===== src/rtl/vga_stream_gen.sv =====
// vga_stream_gen: parametrised VGA timing generator that streams pixels from an
// external frame buffer. It adds configurable sync polarity, an optional 2x
// horizontal pixel repeat and an explicit blank output. Every output is
// registered and updates only on a pixel tick.
module vga_stream_gen #(
  parameter int PIXEL_BITS       = 4,
  parameter int DIV_BITS         = 4,
  parameter int H_VISIBLE        = 640,
  parameter int H_FRONT          = 16,
  parameter int H_SYNC           = 96,
  parameter int H_BACK           = 48,
  parameter int V_VISIBLE        = 480,
  parameter int V_FRONT          = 10,
  parameter int V_SYNC           = 2,
  parameter int V_BACK           = 33,
  parameter int SYNC_ACTIVE_HIGH = 0
) (
  input  logic                  clk,
  input  logic                  rst_n,
  input  logic [DIV_BITS-1:0]   pixel_div,
  input  logic                  hscale,
  input  logic [PIXEL_BITS-1:0] frame_pixel_in,
  output logic                  h_sync_out,
  output logic                  v_sync_out,
  output logic [PIXEL_BITS-1:0] gray_out,
  output logic                  blank_out,
  output logic                  frame_next_pixel_out,
  output logic                  frame_reset_out
);

  localparam int H_TOTAL = H_VISIBLE + H_FRONT + H_SYNC + H_BACK;
  localparam int V_TOTAL = V_VISIBLE + V_FRONT + V_SYNC + V_BACK;
  localparam int HW      = (H_TOTAL > 1) ? $clog2(H_TOTAL) : 1;
  localparam int VW      = (V_TOTAL > 1) ? $clog2(V_TOTAL) : 1;

  // Bounds widened to 32 bits so sync windows ending exactly at the total
  // (zero back porch) compare correctly against the narrow counters.
  localparam logic [31:0] H_VIS_L  = 32'(H_VISIBLE);
  localparam logic [31:0] V_VIS_L  = 32'(V_VISIBLE);
  localparam logic [31:0] HS_START = 32'(H_VISIBLE + H_FRONT);
  localparam logic [31:0] HS_END   = 32'(H_VISIBLE + H_FRONT + H_SYNC);
  localparam logic [31:0] VS_START = 32'(V_VISIBLE + V_FRONT);
  localparam logic [31:0] VS_END   = 32'(V_VISIBLE + V_FRONT + V_SYNC);
  localparam logic [31:0] H_LAST   = 32'(H_TOTAL - 1);
  localparam logic [31:0] V_LAST   = 32'(V_TOTAL - 1);

  localparam logic SYNC_ON = (SYNC_ACTIVE_HIGH != 0);

  // Divider and line/frame counters; divider and repeat settings are latched
  // so that mid-frame changes only land on a frame boundary.
  logic [DIV_BITS-1:0] div_cnt_q, div_cnt_d, div_lat_q;
  logic                hs_lat_q;
  logic [HW-1:0]       h_cnt_q, h_cnt_d;
  logic [VW-1:0]       v_cnt_q, v_cnt_d;

  logic        tick, vis, h_act, v_act, line_end, frame_end, fetch;
  logic [31:0] h_ext, v_ext;

  // Decode the current counter position and compute next-state counters.
  always_comb begin
    h_ext     = 32'(h_cnt_q);
    v_ext     = 32'(v_cnt_q);
    tick      = (div_cnt_q == div_lat_q);
    vis       = (h_ext < H_VIS_L) && (v_ext < V_VIS_L);
    h_act     = (h_ext >= HS_START) && (h_ext < HS_END);
    v_act     = (v_ext >= VS_START) && (v_ext < VS_END);
    line_end  = (h_ext == H_LAST);
    frame_end = line_end && (v_ext == V_LAST);
    // With repeat enabled a pixel is consumed only on odd columns, so each
    // fetched value is shown on two consecutive ticks.
    fetch     = vis && (!hs_lat_q || h_cnt_q[0]);
    div_cnt_d = tick ? '0 : div_cnt_q + DIV_BITS'(1);
    h_cnt_d   = line_end ? '0 : h_cnt_q + HW'(1);
    v_cnt_d   = v_cnt_q;
    if (line_end) begin
      v_cnt_d = frame_end ? '0 : v_cnt_q + VW'(1);
    end
  end

  // Counters, latched settings and registered outputs; outputs change only on ticks,
  // the two buffer strobes are single-clock pulses.
  always_ff @(posedge clk) begin
    if (!rst_n) begin
      div_cnt_q            <= '0;
      h_cnt_q              <= '0;
      v_cnt_q              <= '0;
      div_lat_q            <= pixel_div;
      hs_lat_q             <= hscale;
      h_sync_out           <= ~SYNC_ON;
      v_sync_out           <= ~SYNC_ON;
      gray_out             <= '0;
      blank_out            <= 1'b1;
      frame_next_pixel_out <= 1'b0;
      frame_reset_out      <= 1'b0;
    end else begin
      div_cnt_q            <= div_cnt_d;
      frame_next_pixel_out <= 1'b0;
      frame_reset_out      <= 1'b0;
      if (tick) begin
        h_cnt_q              <= h_cnt_d;
        v_cnt_q              <= v_cnt_d;
        h_sync_out           <= h_act ? SYNC_ON : ~SYNC_ON;
        v_sync_out           <= v_act ? SYNC_ON : ~SYNC_ON;
        gray_out             <= vis ? frame_pixel_in : '0;
        blank_out            <= ~vis;
        frame_next_pixel_out <= fetch;
        frame_reset_out      <= frame_end;
        if (frame_end) begin
          div_lat_q <= pixel_div;
          hs_lat_q  <= hscale;
        end
      end
    end
  end

endmodule


===== config.mk =====
export PLATFORM = sky130hd
export DESIGN_NAME = vga_stream_gen
export DESIGN_NICKNAME = d
export VERILOG_FILES = /design/src/rtl/vga_stream_gen.sv
export SDC_FILE = /design/constraint.sdc
export NUM_CORES = 1
export LEC_CHECK = 0
export ABC_AREA = 1
export ABC_CLOCK_PERIOD_IN_PS = 1800
export BUFFER_PORTS_ARGS = -buffer_cell sky130_fd_sc_hd__buf_2
export CAP_MARGIN = 10
export CORE_MARGIN = 2
export CORE_UTILIZATION = 52
export DETAILED_ROUTE_END_ITERATION = 8
export PLACE_DENSITY_LB_ADDON = 0.12
export SYNTH_ARGS = -nofsm -noshare
export SYNTH_HDL_FRONTEND = slang
export SYNTH_SLANG_ARGS = --single-unit

===== constraint.sdc =====
create_clock -name clk -period 1.8 [get_ports clk]
set_clock_uncertainty 0.05 [all_clocks]
set_input_delay 0.18 -clock clk [delete_from_list [all_inputs] [get_ports clk]]
set_output_delay 0.18 -clock clk [all_outputs]
set_load 0.01 [all_outputs]

==> impl_metrics.csv <==
group,metric,value,unit
status,outcome,"completed",
route,drc,0,
critical_path,endpoint_kind,"flip-flop",
route,ant_nets,0,
sta,setup_violations,0,
placed_design,post-dp-hpwl,3010,um
clock_network,htreeDepth,2,
floorplanning,floorplan.die.width,66.5,um
floorplanning,core.rowCount,22,
clock_network,cts_hold_repair.buffers,0,
sta,drv_slew,0,
grt,globalRouteTotalUtil,0.213,
route,dr.max_layer_used,"met4",
clock_network,clock_insertion_delay_worst_skew,0.29,ns
final_layout,fin_cells,355,
grt,antenna_found_initial,0,
synth,synthTopCellsByArea,"sky130_fd_sc_hd__dfxtp_1 (32%), sky130_fd_sc_hd__nand2_1 (13%), sky130_fd_sc_hd__edfxtp_1 (7.4%)",
route,drt-total-wl,4020,um
route,dr_wl_met2,1820,um
min_path,hold_class,"input pin to flip-flop",
synth,synth_seq_cells,38,
power,total_power,1.72,mW
clock_network,cts_buffers,5,
route,route.met3.wl,134,um
synth,synth.cell_area,0.00203,sq mm
job,max_cap_violations,0,
grt,global_route_wire_length_before_repair,7220,um
synth,synth.avg_cell_area,7.31,sq um
critical_path,timing.critical_path.required,1.75,ns
sta,timing.fmax,617,MHz
grt,grt_max_degree,13,
floorplanning,design.core.area,0.00372,sq mm
clock_network,path_clk_slew,0.08,ns
power,power.density_cell_area,746,mW/mm^2
clock_network,cts_root_buffer,"sky130_fd_sc_hd__clkbuf_8",
power,vdd_drop_max,0.000591,V
synth,synth_edf_count,5,
clock_network,tritoncts,"done",
sta,timing.final.crit_period,1.62,ns
clock_network,cts_max_path_buffers,2,
route,vias_per_cell,4.94,
critical_path,crit_arrival,1.58,ns
synth,synth.top_cell.area_share,0.325,
floorplanning,initial_util,0.547,
sta,grt_setup_unrepaired,"no",
final_layout,area_growth_from_synthesis_to_final_layout,13.4,%
placed_design,dpl_cell_area,0.00218,sq mm
synth,synthCells,278,
sta,final_min_period_over_clock_period,0.901,
synth,synth_top_flop_cell,"sky130_fd_sc_hd__dfxtp_1",
grt,grt_pass1_vias,1635,
grt,grt.overflow.total,0,
placed_design,place.gp.congestion,0.870,
route,detailed_routing_iteration_count_for_the_pre_antenna_repair_pass,4,
sta,maxSlewHeadroom,0.755,
route,routed_wire_length_per_instance,11.3,um
sta,timing_hold_violations_final,0,
clock_network,cts_sinks,38,
sta,setup-tns-final,0,ns
route,drt_first_iter_violations,87,
sta,finalWorstSetupSlack,0.179,ns
synth,synth_fp_nets,294,
synth,synth-seq-area-share,0.399,
synth,yosys.area.top_type,"sky130_fd_sc_hd__dfxtp_1",
final_layout,finish.net_count,322,
floorplanning,pin_count,20,
final_layout,drive_gt1_frac,0.208,
floorplanning,design.die.area,0.00443,sq mm
floorplanning,die-height,66.5,um
final_layout,finish.utilization,0.621,
final_layout,area_of_all_placed_cells_without_fillers,0.00231,sq mm
synth,synth.lib_cells_used.distinct,29,
power,p_leak,0.943,nW
sta,timing_worst_slew_pin_value,0.366,ns
placed_design,dp_slack,0.0974,ns
synth,synth-warning-count,0,
sta,timing.hold.ws,0.0145,ns
synth,synth_async_sr_flop_share,0,
critical_path,critPathMaxFanout,6,
route,met1Wirelength,1980,um
placed_design,number_of_port_buffers,19,
route,num_vias,1752,
placed_design,inst_count_dp,346,
critical_path,setup.worst_path.start_class,"flip-flop",
final_layout,antenna-diode-count,0,
critical_path,timing_worst_setup_path_type,"flip-flop to flip-flop",
==> sequential cells by signal (all words and copies together), names as in the netlist, 4 cells and up <==
register / count
h_cnt_q: 10
v_cnt_q: 10
div_cnt_q: 4
div_lat_q: 4
gray_out: 4
==> power breakdown <==
| part | internal [mW] | switching (mW) | total [mW] | leakage [nW] |
|---|---|---|---|---|
| clock network | 0.408 | 0.300 | 0.708 | 0.0579 |
| logic | 0.0440 | 0.0746 | 0.119 | 0.571 |
| registers | 0.879 | 0.0159 | 0.895 | 0.314 |
| total | 1.33 | 0.391 | 1.72 | 0.943 |
==> final timing paths <==
kind           startpoint            to  slack [ns]  cells after the start
max            h_cnt_q[1]  div_lat_q[0]        0.18                      9
min          pixel_div[1]  div_lat_q[1]        0.01                      1
max reg2reg    h_cnt_q[1]  div_lat_q[0]        0.18                      9
min reg2reg   gray_out[3]   gray_out[3]        0.40                      2
==> layer usage <==
layer,up-vias,GRT usage
li1,940,-
met1,772,0.287
met2,30,0.335
met3,10,0.0405
met4,0,0.0842
met5,-,0
==> cell families (layout without fill, tap and decap cells) <==
group | count (synthesis) | in the layout | synth area share
simple gates | 168 | 168 | 0.397
fa+ha+maj | 5 | 5 | 0.0308
flops | 38 | 38 | 0.399
compound gates | 20 | 20 | 0.0548
xor+xnor | 8 | 8 | 0.0345
buf+inv | 39 | 68 | 0.0843
==> synth_stat cells, types with 2 or more instances <==
cell type                   n
sky130_fd_sc_hd__nand3_2    2
sky130_fd_sc_hd__nand2_1   73
sky130_fd_sc_hd__o21ai_1    2
sky130_fd_sc_hd__nor3_1     6
sky130_fd_sc_hd__dfxtp_1   33
sky130_fd_sc_hd__nor2_4     5
sky130_fd_sc_hd__a21oi_1   13
sky130_fd_sc_hd__nand3_1   16
sky130_fd_sc_hd__inv_2      5
sky130_fd_sc_hd__edfxtp_1   5
sky130_fd_sc_hd__nand2_2    3
sky130_fd_sc_hd__xor2_1     6
sky130_fd_sc_hd__ha_1       5
sky130_fd_sc_hd__o21ai_0    2
sky130_fd_sc_hd__inv_1     30
sky130_fd_sc_hd__nor2_2     8
sky130_fd_sc_hd__nand2_4    2
sky130_fd_sc_hd__nor3_2     2
sky130_fd_sc_hd__xnor2_1    2
sky130_fd_sc_hd__nand4_1   11
sky130_fd_sc_hd__nor2_1    39
==> cells in the final DEF, fill, tap and decap left out, types with 4 or more instances in the layout <==
master / instances
sky130_fd_sc_hd__clkbuf_8: 5
sky130_fd_sc_hd__nand4_1: 11
sky130_fd_sc_hd__buf_2: 19
sky130_fd_sc_hd__nor2_4: 5
sky130_fd_sc_hd__a21oi_1: 13
sky130_fd_sc_hd__inv_1: 30
sky130_fd_sc_hd__edfxtp_1: 5
sky130_fd_sc_hd__nand3_1: 16
sky130_fd_sc_hd__nand2_1: 73
sky130_fd_sc_hd__inv_2: 4
sky130_fd_sc_hd__nor3_1: 6
sky130_fd_sc_hd__ha_1: 5
sky130_fd_sc_hd__dfxtp_1: 32
sky130_fd_sc_hd__xor2_1: 6
sky130_fd_sc_hd__buf_4: 5
sky130_fd_sc_hd__nor2_1: 39
sky130_fd_sc_hd__nor2_2: 8
==> worst max-delay path, stage by stage, from the launching register on <==
cell and delay (ns):
sky130_fd_sc_hd__dfxtp_2 0.35, sky130_fd_sc_hd__ha_1 0.14, sky130_fd_sc_hd__inv_1 0.10, sky130_fd_sc_hd__nor2_4 0.15, sky130_fd_sc_hd__nand3_2 0.10, sky130_fd_sc_hd__nor2_4 0.10, sky130_fd_sc_hd__nand2_1 0.07, sky130_fd_sc_hd__nand2_1 0.10
sky130_fd_sc_hd__nand2_4 0.08, sky130_fd_sc_hd__inv_4 0.09
==> area by class of cell <==
cell class | instances | area, sq um
clock buffers | 5 | 68.8
multi-input cells | 201 | 1050
inverters | 36 | 138
fillers | 341 | 1410
well taps | 48 | 60.1
clock inverters | 3 | 40.0
flip-flops and latches | 38 | 812
repair buffers | 24 | 133
==> timing repair <==
item	in CTS	in global routing
endpoints found under the setup margin	0	6
resized for setup	0	3
setup buffers	0	1
No activity file was read; power rests on OpenSTA's default activity.
